[config.mk]
export PLATFORM = sky130hd
export DESIGN_NAME = aes_key_expand
export DESIGN_NICKNAME = d
export VERILOG_FILES = /design/src/rtl/aes_key_expand.sv
export SDC_FILE = /design/constraint.sdc
export NUM_CORES = 1
export LEC_CHECK = 0
export ABC_AREA = 1
export CAP_MARGIN = 20
export CORE_UTILIZATION = 48
export CTS_BUF_LIST = sky130_fd_sc_hd__clkbuf_8
export DETAILED_ROUTE_END_ITERATION = 10
export PLACE_DENSITY = 0.93
export SLEW_MARGIN = 20
export SYNTH_ARGS = -nofsm -noshare
export SYNTH_HDL_FRONTEND = slang
export SYNTH_SLANG_ARGS = --single-unit
[constraint.sdc]
create_clock -name clk -period 2.45 [get_ports clk]
set_input_delay 0.245 -clock clk [delete_from_list [all_inputs] [get_ports clk]]
set_output_delay 0.245 -clock clk [all_outputs]
set_load 0.02 [all_outputs]
[src/rtl/aes_key_expand.sv]
// On-the-fly AES-128 key schedule: loads a cipher key, then streams round keys
// 0..NUM_ROUNDS one per handshake, using an external combinational S-box lane.
module aes_key_expand #(
   parameter int NUM_ROUNDS = 10
) (
   input  logic         clk,
   input  logic         rst_n,
   input  logic         key_valid,
   output logic         key_ready,
   input  logic [127:0] key_in,
   output logic         rk_valid,
   input  logic         rk_ready,
   output logic [127:0] round_key,
   output logic [3:0]   rk_round,
   output logic         rk_last,
   output logic [31:0]  sbox_in,
   input  logic [31:0]  sbox_out
);

   typedef enum logic {
      IDLE,
      EMIT
   } state_t;

   state_t      state;
   state_t      state_next;
   logic [7:0]  rcon;
   logic [7:0]  rcon_next;
   logic        accept;
   logic        advance;
   logic        finish;
   logic [31:0] w0, w1, w2, w3;
   logic [31:0] n0, n1, n2, n3;

   assign key_ready = (state == IDLE);
   assign rk_valid  = (state == EMIT);
   assign rk_last   = rk_valid && (rk_round == 4'(NUM_ROUNDS));

   assign accept  = key_valid && key_ready;
   assign advance = rk_valid && rk_ready && !rk_last;
   assign finish  = rk_valid && rk_ready && rk_last;

   assign w0 = round_key[127:96];
   assign w1 = round_key[95:64];
   assign w2 = round_key[63:32];
   assign w3 = round_key[31:0];

   // RotWord of the last word goes out to the shared S-box lane; the lane
   // answers in the same cycle, so the next key is ready combinationally.
   assign sbox_in = {w3[23:0], w3[31:24]};

   assign n0 = w0 ^ sbox_out ^ {rcon, 24'h000000};
   assign n1 = w1 ^ n0;
   assign n2 = w2 ^ n1;
   assign n3 = w3 ^ n2;

   assign rcon_next = {rcon[6:0], 1'b0} ^ (rcon[7] ? 8'h1b : 8'h00);

   always_ff @(posedge clk or negedge rst_n) begin
      if (!rst_n) begin
         state <= IDLE;
      end else begin
         state <= state_next;
      end
   end

   always_comb begin
      state_next = state;
      case (state)
         IDLE:    if (accept) state_next = EMIT;
         EMIT:    if (finish) state_next = IDLE;
         default: state_next = IDLE;
      endcase
   end

   // Key, round index and rcon only move on a load or an accepted
   // non-final key, so backpressure holds them bit-stable.
   always_ff @(posedge clk or negedge rst_n) begin
      if (!rst_n) begin
         round_key <= '0;
         rk_round  <= '0;
         rcon      <= 8'h01;
      end else if (accept) begin
         round_key <= key_in;
         rk_round  <= '0;
         rcon      <= 8'h01;
      end else if (advance) begin
         round_key <= {n0, n1, n2, n3};
         rk_round  <= rk_round + 4'd1;
         rcon      <= rcon_next;
      end
   end

endmodule
==> impl_table.tex, run 1 <==
\begin{tabular}{lr}
\hline
Metric & Value \\
\hline
\multicolumn{2}{l}{\textbf{Route}} \\
\quad Average wire length per cell after detail routing & 16.9 um \\
\quad Via count & 8458 \\
\quad Number of DRC markers after the initial detailed-route iteration & 585 \\
\quad Via count normalized by instance count & 5.47 \\
\quad Remaining routing DRC violations & 0 \\
\quad First-pass iteration count of the detailed router & 6 \\
\quad Final WL & 26.1 mm \\
\quad Antenna-violating nets left & 0 \\
\multicolumn{2}{l}{\textbf{Critical path}} \\
\quad Slowest Stage Delay on Critical Path & 0.61 ns \\
\quad Cell chain of the critical path & inv\_1, ha\_1, nand4\_1, inv\_2, clkdlybuf4s50\_1 \\
\quad Critical path start-end classification & reg -> out \\
\quad Required time worst endpoint & 2.20 ns \\
\quad Element type at the critical path start & flop \\
\quad Critical path's slowest cell & clkdlybuf4s50\_1 \\
\quad Buffering stage count on the worst path with inverters included & 3 \\
\quad Kind of end point of the critical path & output pin \\
\quad Arr. time, crit path & 1.99 ns \\
\quad Max Fanout on Critical Path & 6 \\
\quad Top Family by Delay on Critical Path & buffers and inverters \\
\multicolumn{2}{l}{\textbf{Place}} \\
\quad Port Buf Inserts & 330 \\
\quad Detailed placer's ending HPWL & 18.4 mm \\
\quad Routability Congestion & 0.857 \\
\multicolumn{2}{l}{\textbf{Timing}} \\
\quad Setup repair after global routing missed its margin & no \\
\quad Time the final worst path needs with I/O delays and setup & 2.24 ns \\
\quad Slew headroom & 46.2\% \\
\quad Number of max-slew violations in the final report & 0 \\
\quad Final-report setup violation count & 0 \\
\quad Clock Skews & 0.0141 ns \\
\quad Timing-limited maximum frequency & 447 MHz \\
\quad Final cycle utilization of the critical path & 91.2\% \\
\quad Number of hold-slack violations in the final timing report & 0 \\
\quad Worst Tran Pin Value & 0.806 ns \\
\quad Summed negative setup slack over all endpoints & 0 ns \\
\multicolumn{2}{l}{\textbf{Finish}} \\
\quad Highest-count cells in the layout ignoring fill and taps & nand2\_1, clkdlybuf4s50\_1, nand3\_1 \\
\quad \# nets final & 1483 \\
\quad Fraction of final layout cells sized beyond drive strength 1 & 4.21\% \\
\quad Area growth from synthesis to final layout & 46.5\% \\
\quad Layout Utilization & 72.9\% \\
\quad Most common library cell in the layout ignoring fill and taps & nand2\_1 \\
\multicolumn{2}{l}{\textbf{Floorplan}} \\
\quad Num rows & 46 \\
\quad Die footprint & 17200 sq um \\
\quad Floorplan die width & 131 um \\
\quad Number of placed I/O pins & 331 \\
\quad Effective utilization at floorplan & 49.8\% \\
\quad Die span in y & 131 um \\
\quad Core Region & 16100 sq um \\
\multicolumn{2}{l}{\textbf{Clocking}} \\
\quad Setup bufs post-CTS & 0 \\
\quad Number of gates resized after CTS & 0 \\
\quad CTS tree & yes \\
\quad Clock buffer depth & 2 \\
\quad Source-to-sink clock delay at the later pin of the worst-skew pair & 0.45 ns \\
\quad Clock sink count & 141 \\
\quad Number of buffers created by CTS & 17 \\
\quad Clock Pin Slew Worst Setup and Hold Paths & 0.08 ns \\
\quad Root buffer cell & clkbuf\_8 \\
\quad H-tree lvl count & 4 \\
\quad Cts hold-fix bufs & 1 \\
\multicolumn{2}{l}{\textbf{Global route}} \\
\quad Overall Global Routing Usage & 30.8\% \\
\quad Pin count of the biggest net entering global routing & 98 \\
\quad Overflow left after global routing & 0 \\
\quad Wire length of the first global-routing pass & 42.2 mm \\
\quad Number of antenna violations at the first check in global routing & 1 \\
\quad Vias in the first global route & 8382 \\
\multicolumn{2}{l}{\textbf{Logic synthesis}} \\
\quad Simple-gate area share of the yosys netlist & 26.8\% \\
\quad Combinational family with the most area after synthesis & simple AND/OR/NAND/NOR gates \\
\quad Synth Register Bits & 141 \\
\quad Syn avg cell area & 7.75 sq um \\
\quad Area fraction in compound gates after synthesis & 12.7\% \\
\quad Adder and majority gate portion of the synthesized area & 0.312\% \\
\quad Yosys Warn Count & 0 \\
\quad Instance count of the mapped netlist & 1034 \\
\quad Share of the synthesized netlist area taken by xor and xnor gates & 5.57\% \\
\quad Proportion of synthesized chip area in sequential cells & 44.0\% \\
\quad Multiplexer area fraction after synthesis & 0\% \\
\quad Synthesized area & 8020 sq um \\
\quad Count of unique library cells instantiated by Yosys & 25 \\
\quad Post-Synthesis Net Count & 1200 \\
\multicolumn{2}{l}{\textbf{Power and ir drop}} \\
\quad PD cells & 1430 nW/um\^{}2 \\
\quad Switching portion of total power & 45.5\% \\
\quad Worst VDD drop & 0.861 mV \\
\quad Net switching component of the power & 7.65 mW \\
\quad Part of the total power dissipated in combinational logic & 58.4\% \\
\quad Share of power burned in the clock network & 13.0\% \\
\quad Design internal power & 9.15 mW \\
\quad Sequential group share of total power & 28.6\% \\
\quad Leakage component of the power & 5.32 nW \\
\multicolumn{2}{l}{\textbf{Run}} \\
\quad Max-cap violation count & 0 \\
\multicolumn{2}{l}{\textbf{Hold path}} \\
\quad HP Class & in -> async \\
\multicolumn{2}{l}{\textbf{Status}} \\
\quad Run status & finished, final reports clean \\
\hline
\end{tabular}
-- state kept, by name (all words and copies together), names as in the netlist --
name and flops:
rk_valid 1, rk_round 4, rcon 8, round_key 128
-- final cells by class --
type                    count  area (sq um)
well taps                 216           270
multi-input cells         712          3650
clock buffers              22           303
repair buffers            340          3440
inverters                 105           395
flip-flops and latches    141          3530
clock inverters             9           156
fillers                  1160          4370
diodes                      1          2.50
-- final timing paths --
kind / startpoint / endpoint / slack (ns) / cells after the start
worst max-delay path: rk_round[0] / rk_last / 0.21 / 5
worst min-delay path: rst_n / round_key[2] / 0.36 / 2
worst max register to register: rk_round[0] / round_key[106] / 0.36 / 10
worst min register to register: round_key[11] / round_key[11] / 0.53 / 1
max in group asynchronous: rst_n / round_key[80] / 1.34 / 3
min in group clk: key_in[27] / round_key[27] / 0.36 / 3
-- per-stage QoR --
| step | setup slack (ns) | area [sq um] | power, mW | std cells | hold slack (ns) |
|---|---|---|---|---|---|
| 6_report | 0.215 | 11700 | 16.8 | 1546 | 0.363 |
| 5_1_grt | 0.0952 | 11700 | 17.9 | 1546 | 0.363 |
| 4_1_cts | 0.194 | 11700 | 16.8 | 1545 | 0.346 |
| 3_5_place_dp | 0.407 | 11300 | 14.5 | 1513 | 0.281 |
| 3_3_place_gp | 0.534 | 11300 | 14.1 | 1513 | 0.282 |
| 2_1_floorplan | 0.689 | 8020 | 10.6 | 1034 | -0.0506 |
-- kinds of logic after synthesis --
logic type / Yosys count
buffers and inverters: 181
flip-flops: 141
AND/OR/NAND/NOR: 510
adder cells (fa/ha/maj): 2
AO/OA/AOI/OAI: 149
XOR/XNOR: 51
-- worst reg2reg max path, cell delays in order, from the launching register on --
cell and delay, ns:
dfrtp_1 0.45, inv_1 0.09, ha_1 0.16, nand4_1 0.13, inv_2 0.11, nor2_4 0.05
inv_2 0.06, nand2_2 0.07, inv_2 0.59, nand2_1 0.14, o211ai_1 0.14
-- power by group through the flow --
stage	logic, mW	registers [mW]	clock network (mW)
2_1_floorplan	4.67	5.92	0
3_3_place_gp	9.41	4.72	0
3_5_place_dp	9.75	4.79	0
4_1_cts	9.82	4.77	2.20
5_1_grt	10.6	4.96	2.31
6_report	9.81	4.81	2.19
-- per-layer routing --
layer / routed length, um / up-vias / part of all wire [%] / track usage [%]
li1: - / 3980 / - / -
met3: 2170 / 67 / 8.3 / 7.10
met5: 0 / - / 0 / 0
met2: 13000 / 438 / 50 / 53.2
met4: 958 / 0 / 3.7 / 14.9
met1: 9930 / 3973 / 38 / 35.8
-- synth_stat cells (all sizes together) --
master	count	area share [%]
or2	8	0.62
xnor2	27	2.9
dfrtp	140	44
o221ai	32	3.5
inv	105	4.9
o21ai	50	3.1
ha	2	0.31
nand3	144	9.0
clkbuf	10	0.47
o22ai	8	0.62
dfstp	1	0.33
o211ai	56	5.2
a22oi	1	0.094
nor2	4	0.28
a21oi	2	0.12
buf	66	5.2
nand2	344	16
nand4	10	0.78
xor2	24	2.6
Power figures use the tool's default switching activity.
==> run 2, diff against run 1 <==
Settings changed: SETUP_SLACK_MARGIN set to 0.3.
==> run 2 against run 1 <==
Against the previous run: cell area up 0.48%; highest routed layer unchanged; global-route usage unchanged; sequential share of layout area down 0.13 points; power up 0.64%; clock skew about the same; hold slack better by 0.00084 ns; largest power group unchanged; clock power about the same; core utilization up 0.35 points; maximum frequency up 14%; register-to-register slack better by 0.13 ns.
==> impl_table.tex, run 2 (synthesis gave the netlist of run 1 again) <==
\begin{tabular}{lr}
\hline
Metric & Value \\
\hline
\multicolumn{2}{l}{\textbf{Timing}} \\
\quad Number of hold-slack violations in the final timing report & 0 \\
\quad Final cycle utilization of the critical path & 79.9\% \\
\quad Clock Skews & 0.0143 ns \\
\quad Summed negative setup slack over all endpoints & 0 ns \\
\quad Final-report setup violation count & 0 \\
\quad Timing-limited maximum frequency & 511 MHz \\
\quad Time the final worst path needs with I/O delays and setup & 1.96 ns \\
\quad Worst Tran Pin Value & 0.605 ns \\
\quad Crit path setup slack, layout & 0.493 ns \\
\quad Slew headroom & 59.7\% \\
\quad Setup repair after global routing missed its margin & no \\
\quad Number of max-slew violations in the final report & 0 \\
\multicolumn{2}{l}{\textbf{Floorplan}} \\
\quad Floorplan die width & 131 um \\
\quad Num rows & 46 \\
\quad Number of placed I/O pins & 331 \\
\quad Die footprint & 17200 sq um \\
\quad Die span in y & 131 um \\
\quad Effective utilization at floorplan & 49.8\% \\
\quad Core Region & 16100 sq um \\
\multicolumn{2}{l}{\textbf{Finish}} \\
\quad Max reg flops & 128 \\
\quad Most common library cell in the layout ignoring fill and taps & nand2\_1 \\
\quad Area occupied by registers & 3530 sq um \\
\quad Highest-count cells in the layout ignoring fill and taps & nand2\_1, clkdlybuf4s50\_1, nand3\_1 \\
\quad Area growth from synthesis to final layout & 47.2\% \\
\quad \# nets final & 1485 \\
\quad Fill cells & 1158 \\
\quad Cell area after layout & 11800 sq um \\
\quad Top register by number of flip-flops & round\_key \\
\quad Largest registers & round\_key (128), rcon (8), rk\_round (4) \\
\quad Fraction of final layout cells sized beyond drive strength 1 & 4.43\% \\
\quad Area used by multi-input combinational logic & 3650 sq um \\
\multicolumn{2}{l}{\textbf{Clocking}} \\
\quad H-tree lvl count & 4 \\
\quad Clock buffer depth & 2 \\
\quad Source-to-sink clock delay at the later pin of the worst-skew pair & 0.45 ns \\
\quad Clock sink count & 141 \\
\quad Root buffer cell & clkbuf\_8 \\
\quad Clock Pin Slew Worst Setup and Hold Paths & 0.08 ns \\
\quad Number of buffers created by CTS & 17 \\
\quad CTS tree & yes \\
\quad Setup bufs post-CTS & 0 \\
\multicolumn{2}{l}{\textbf{Critical path}} \\
\quad CP most frequent cell & inv\_2 \\
\quad Element type at the critical path start & flop \\
\quad Required time worst endpoint & 2.79 ns \\
\quad Cell chain of the critical path & inv\_1, ha\_1, nand4\_1, inv\_2, nor2\_4, inv\_2, nand2\_2, inv\_4, nand2\_1, o211ai\_1 \\
\quad Critical path start-end classification & reg -> reg \\
\quad Slowest Stage Delay on Critical Path & 0.45 ns \\
\quad Max Fanout on Critical Path & 34 \\
\quad Critical path's slowest cell & dfrtp\_2 \\
\quad Arr. time, crit path & 2.29 ns \\
\quad Kind of end point of the critical path & flop \\
\multicolumn{2}{l}{\textbf{Power and ir drop}} \\
\quad Leakage component of the power & 5.35 nW \\
\quad PD cells & 1430 nW/um\^{}2 \\
\quad Worst VDD drop & 0.863 mV \\
\quad Total power after layout & 16.9 mW \\
\multicolumn{2}{l}{\textbf{Route}} \\
\quad Met1 routed wirelength after detailed routing & 10.3 mm \\
\quad Average wire length per cell after detail routing & 17.3 um \\
\quad Remaining routing DRC violations & 0 \\
\quad Met3 Routed Length & 2.21 mm \\
\quad Via count normalized by instance count & 5.49 \\
\quad Antenna-violating nets left & 0 \\
\quad Highest metal layer with signal wires & met4 \\
\quad DR WL met2 & 13.3 mm \\
\quad First-pass iteration count of the detailed router & 6 \\
\quad Via count & 8503 \\
\quad Number of DRC markers after the initial detailed-route iteration & 664 \\
\quad Final WL & 26.8 mm \\
\multicolumn{2}{l}{\textbf{Place}} \\
\quad Port Buf Inserts & 330 \\
\quad Cell area after placement & 11300 sq um \\
\quad Routability Congestion & 0.857 \\
\quad Worst setup slack after placement & 0.407 ns \\
\quad Detailed placer's ending HPWL & 18.4 mm \\
\multicolumn{2}{l}{\textbf{Global route}} \\
\quad Wire length of the first global-routing pass & 42.2 mm \\
\quad Overflow left after global routing & 0 \\
\quad Number of antenna violations at the first check in global routing & 1 \\
\quad Overall Global Routing Usage & 30.8\% \\
\quad Pin count of the biggest net entering global routing & 98 \\
\quad Vias in the first global route & 8382 \\
\multicolumn{2}{l}{\textbf{Hold path}} \\
\quad HP Class & in -> async \\
\multicolumn{2}{l}{\textbf{Run}} \\
\quad Max-cap violation count & 0 \\
\multicolumn{2}{l}{\textbf{Status}} \\
\quad Run status & finished, final reports clean \\
\hline
\end{tabular}
-- run 2: final cells by class --
| type | count | share of cell area (%) |
|---|---|---|
| Sequential cell | 141 | 29.9 |
| Timing Repair Buffer | 342 | 29.6 |
| Clock buffer | 22 | 2.56 |
| Antenna cell | 1 | 0.0212 |
| Tap cell | 216 | 2.29 |
| Multi-Input combinational cell | 712 | 30.9 |
| Clock inverter | 9 | 1.32 |
| Inverter | 105 | 3.37 |
-- run 2: power breakdown --
group	switching (mW)	internal, mW
registers	1.26	3.54
clock network	0.943	1.25
logic	5.51	4.40
-- run 2: what timing repair did --
item	4_1_cts	5_1_grt
setup endpoints to repair	1	42
cloned	0	2
gates resized for setup	1	4
hold buffers	1	0
endpoints found under the hold margin	59	0
-- run 2: worst max-delay path, delay by kind of cell (launching register included) --
| family | cells | cell delay (ns) |
|---|---|---|
| buf+inv | 4 | 0.69 |
| flops | 1 | 0.45 |
| simple gates | 4 | 0.43 |
| fa+ha+maj | 1 | 0.16 |
| compound gates | 1 | 0.13 |
-- run 2: through the flow --
stage | utilization, % | std cells | hold slack (ns)
floorplan | - | 1034 | -0.0506
global placement | 70.0 | 1513 | 0.282
detailed placement | 70.0 | 1513 | 0.281
CTS | 72.9 | 1545 | 0.346
global route | 73.3 | 1548 | 0.363
finish | 73.3 | 1548 | 0.363
-- run 2: final timing paths --
kind | startpoint | end | slack (ns) | depth (start not counted)
max | rk_round[0] | round_key[106] | 0.49 | 10
min | rst_n | round_key[2] | 0.36 | 2
max reg2reg | rk_round[0] | round_key[106] | 0.49 | 10
min reg2reg | round_key[11] | round_key[11] | 0.53 | 1
max in group asynchronous | rst_n | round_key[80] | 1.34 | 3
min in group clk | key_in[27] | round_key[27] | 0.37 | 3
-- run 2: per-layer routing --
layer / GRT usage [%] / vias to the layer above
met5: 0 / -
met4: 14.9 / 0
met2: 53.2 / 445
met3: 7.10 / 71
met1: 35.8 / 4008
li1: - / 3979
==> run 3, diff against run 2 <==
Settings changed: CORE_UTILIZATION 48 to 40, PLACE_DENSITY 0.93 to 0.83.
Clock period 2.45 ns to 1.7 ns, I/O delays scaled along.
==> run 3 against run 2 <==
Against the previous run: cell count up 5.7%; largest cell class unchanged; critical path depth up 1; global-route usage down 5.1 points; register-to-register slack got worse by 0.53 ns; non-clock buffer count up 39; count of clock-buffer cells in the layout down 4; combinational power increased by 51%; first-iteration DRC count down 29%; clock skew down 0.0019 ns; critical endpoint is now round_key[104]; the flow now finishes with violations (negative setup slack); setup slack lost 0.53 ns.
==> impl_table.tex, run 3 (synthesis gave the netlist of run 1 again) <==
\begin{tabular}{lr}
\hline
Metric & Value \\
\hline
\multicolumn{2}{l}{\textbf{Timing}} \\
\quad Number of max-slew violations in the final report & 0 \\
\quad Final cycle utilization of the critical path & 102\% \\
\quad Summed negative setup slack over all endpoints & -0.323 ns \\
\quad Crit path setup slack, layout & -0.0401 ns \\
\quad Worst Tran Pin Value & 0.395 ns \\
\quad Clock Skews & 0.0123 ns \\
\quad Final-report setup violation count & 20 \\
\quad Slew headroom & 73.7\% \\
\quad Timing-limited maximum frequency & 575 MHz \\
\quad Time the final worst path needs with I/O delays and setup & 1.74 ns \\
\quad Number of hold-slack violations in the final timing report & 0 \\
\quad Setup repair after global routing missed its margin & yes \\
\multicolumn{2}{l}{\textbf{Place}} \\
\quad Worst setup slack after placement & -0.0222 ns \\
\quad Detailed placer's ending HPWL & 19.1 mm \\
\quad Port Buf Inserts & 330 \\
\quad Routability Congestion & 0.834 \\
\multicolumn{2}{l}{\textbf{Route}} \\
\quad Via count & 8769 \\
\quad Antenna-violating nets left & 0 \\
\quad First-pass iteration count of the detailed router & 6 \\
\quad Number of DRC markers after the initial detailed-route iteration & 473 \\
\quad Remaining routing DRC violations & 0 \\
\quad Final WL & 28.8 mm \\
\quad Via count normalized by instance count & 5.36 \\
\quad Average wire length per cell after detail routing & 17.6 um \\
\multicolumn{2}{l}{\textbf{Status}} \\
\quad Violated checks & negative setup slack \\
\quad Run status & complete, but fails checks \\
\multicolumn{2}{l}{\textbf{Floorplan}} \\
\quad Die footprint & 20600 sq um \\
\quad Floorplan die width & 144 um \\
\quad Number of placed I/O pins & 331 \\
\quad Effective utilization at floorplan & 41.1\% \\
\quad Num rows & 51 \\
\quad Core Region & 19500 sq um \\
\quad Die span in y & 144 um \\
\multicolumn{2}{l}{\textbf{Hold path}} \\
\quad HP Class & in -> async \\
\multicolumn{2}{l}{\textbf{Global route}} \\
\quad Number of antenna violations at the first check in global routing & 0 \\
\quad Overflow left after global routing & 0 \\
\quad Vias in the first global route & 8218 \\
\quad Wire length of the first global-routing pass & 41.2 mm \\
\quad Pin count of the biggest net entering global routing & 59 \\
\quad Overall Global Routing Usage & 25.7\% \\
\multicolumn{2}{l}{\textbf{Finish}} \\
\quad Count of antenna diodes in the layout & 0 \\
\quad Area growth from synthesis to final layout & 59.1\% \\
\quad Top register by number of flip-flops & round\_key \\
\quad Max reg flops & 128 \\
\quad Most common library cell in the layout ignoring fill and taps & nand2\_1 \\
\quad Fill cells & 1527 \\
\quad Fraction of final layout cells sized beyond drive strength 1 & 19.8\% \\
\quad \# nets final & 1524 \\
\quad Highest-count cells in the layout ignoring fill and taps & nand2\_1, clkdlybuf4s50\_1, dfrtp\_1 \\
\quad Largest registers & round\_key (128), rcon (8), rk\_round (4) \\
\multicolumn{2}{l}{\textbf{Critical path}} \\
\quad Max Fanout on Critical Path & 6 \\
\quad Critical R2R Capture & round\_key[104] \\
\quad Arr. time, crit path & 2.07 ns \\
\quad Critical path start-end classification & reg -> reg \\
\quad Reg2Reg Launch Point & rk\_round[1] \\
\quad Kind of end point of the critical path & flop \\
\quad Element type at the critical path start & flop \\
\quad Required time worst endpoint & 2.03 ns \\
\quad Worst reg2reg path depth & 11 \\
\quad Flop-to-flop setup slack & -0.04 ns \\
\multicolumn{2}{l}{\textbf{Power and ir drop}} \\
\quad Sequential group share of total power & 27.9\% \\
\quad PD cells & 1960 nW/um\^{}2 \\
\quad Share of power burned in the clock network & 12.2\% \\
\quad Net switching component of the power & 12.0 mW \\
\quad Leakage component of the power & 6.51 nW \\
\quad Part of the total power dissipated in combinational logic & 59.9\% \\
\quad Worst VDD drop & 0.977 mV \\
\quad Design internal power & 13.0 mW \\
\quad Switching portion of total power & 48.0\% \\
\multicolumn{2}{l}{\textbf{Run}} \\
\quad Max-cap violation count & 0 \\
\multicolumn{2}{l}{\textbf{Clocking}} \\
\quad CTS tree & yes \\
\quad H-tree lvl count & 4 \\
\quad Clock buffer depth & 2 \\
\quad Clock Pin Slew Worst Setup and Hold Paths & 0.09 ns \\
\quad Clock sink count & 141 \\
\quad Source-to-sink clock delay at the later pin of the worst-skew pair & 0.45 ns \\
\quad Root buffer cell & clkbuf\_8 \\
\quad Number of buffers created by CTS & 17 \\
\hline
\end{tabular}
==> run 3: cell count changes in the layout (fill, tap and decap cells not counted), moves of 16 or more <==
cell	before	now
nand3_1	144	112
dlymetal6s2s_1	0	69
o21ai_1	0	33
nand3_4	0	16
o21ai_0	50	17
nand2_1	342	324
nand3_2	0	16
clkbuf_2	0	64
clkdlybuf4s50_1	328	162
clkdlybuf4s15_2	0	16
==> run 3: final cells by class <==
cell class	instances	area [sq um]	area share, %
clock buffer	18	248	1.94
clock inverter	14	193	1.51
inverter	105	415	3.26
multi-input combinational	712	4120	32.3
sequential	141	3550	27.8
tap	265	332	2.60
timing repair buffer	381	3900	30.6
==> run 3: per-layer routing <==
layer | global-route usage (%) | up-vias | part of all wire (%)
met2 | 43.6 | 430 | 49
met4 | 10.1 | 0 | 3.4
met3 | 6.40 | 86 | 8.2
li1 | - | 4089 | -
met5 | 0 | - | 0
met1 | 31.1 | 4164 | 39
==> run 3: critical path, cell delays in order (launching register included) <==
cell and delay, ns:
dfrtp_2 0.44, ha_4 0.16, nand4_1 0.10, inv_2 0.07, nor2_4 0.13, buf_12 0.15
inv_8 0.04, nand2_8 0.10, clkinv_8 0.09, clkbuf_16 0.19, nand2_2 0.07, o211ai_1 0.09
==> run 3: power by group through the flow <==
stage,combinational [mW],clock [mW],sequential (mW)
floorplan,6.98,0,8.54
global route,16.3,3.25,7.23
global placement,14.0,0,6.84
finish,15.0,3.06,6.98
detailed placement,14.4,0,6.92
CTS,14.0,3.11,6.87
==> run 3: worst max-delay path by stage <==
stage,start,depth (start not counted),slack [ns],to
global route,rk_round[0],12,-0.1,round_key[63]
floorplan,rk_round[0],12,0.1,rk_round[3]
CTS,rk_round[1],9,0.03,round_key[24]
global placement,rk_ready,9,0.02,round_key[113]
detailed placement,rk_round[1],10,-0.02,round_key[119]
finish,rk_round[1],11,-0.04,round_key[104]
==> run 3: repair_timing <==
item,in CTS,in global routing
buffers inserted,9,7
cloned,0,11
hold buffers,1,0
resized for setup,207,293
setup endpoints to repair,307,299
endpoints found under the hold margin,88,0
pin swaps,1,6
==> run 3: metrics by stage <==
stage | std cells | instance area [sq um] | total power, mW | hold WS (ns) | utilization (%)
6_report | 1636 | 12800 | 25.0 | 0.190 | 65.3
2_1_floorplan | 1034 | 8130 | 15.5 | -0.126 | -
4_1_cts | 1618 | 12100 | 24.0 | 0.182 | 62.1
3_3_place_gp | 1576 | 11600 | 20.9 | 0.105 | 59.4
5_1_grt | 1636 | 12800 | 26.8 | 0.185 | 65.3
3_5_place_dp | 1576 | 11600 | 21.3 | 0.110 | 59.4
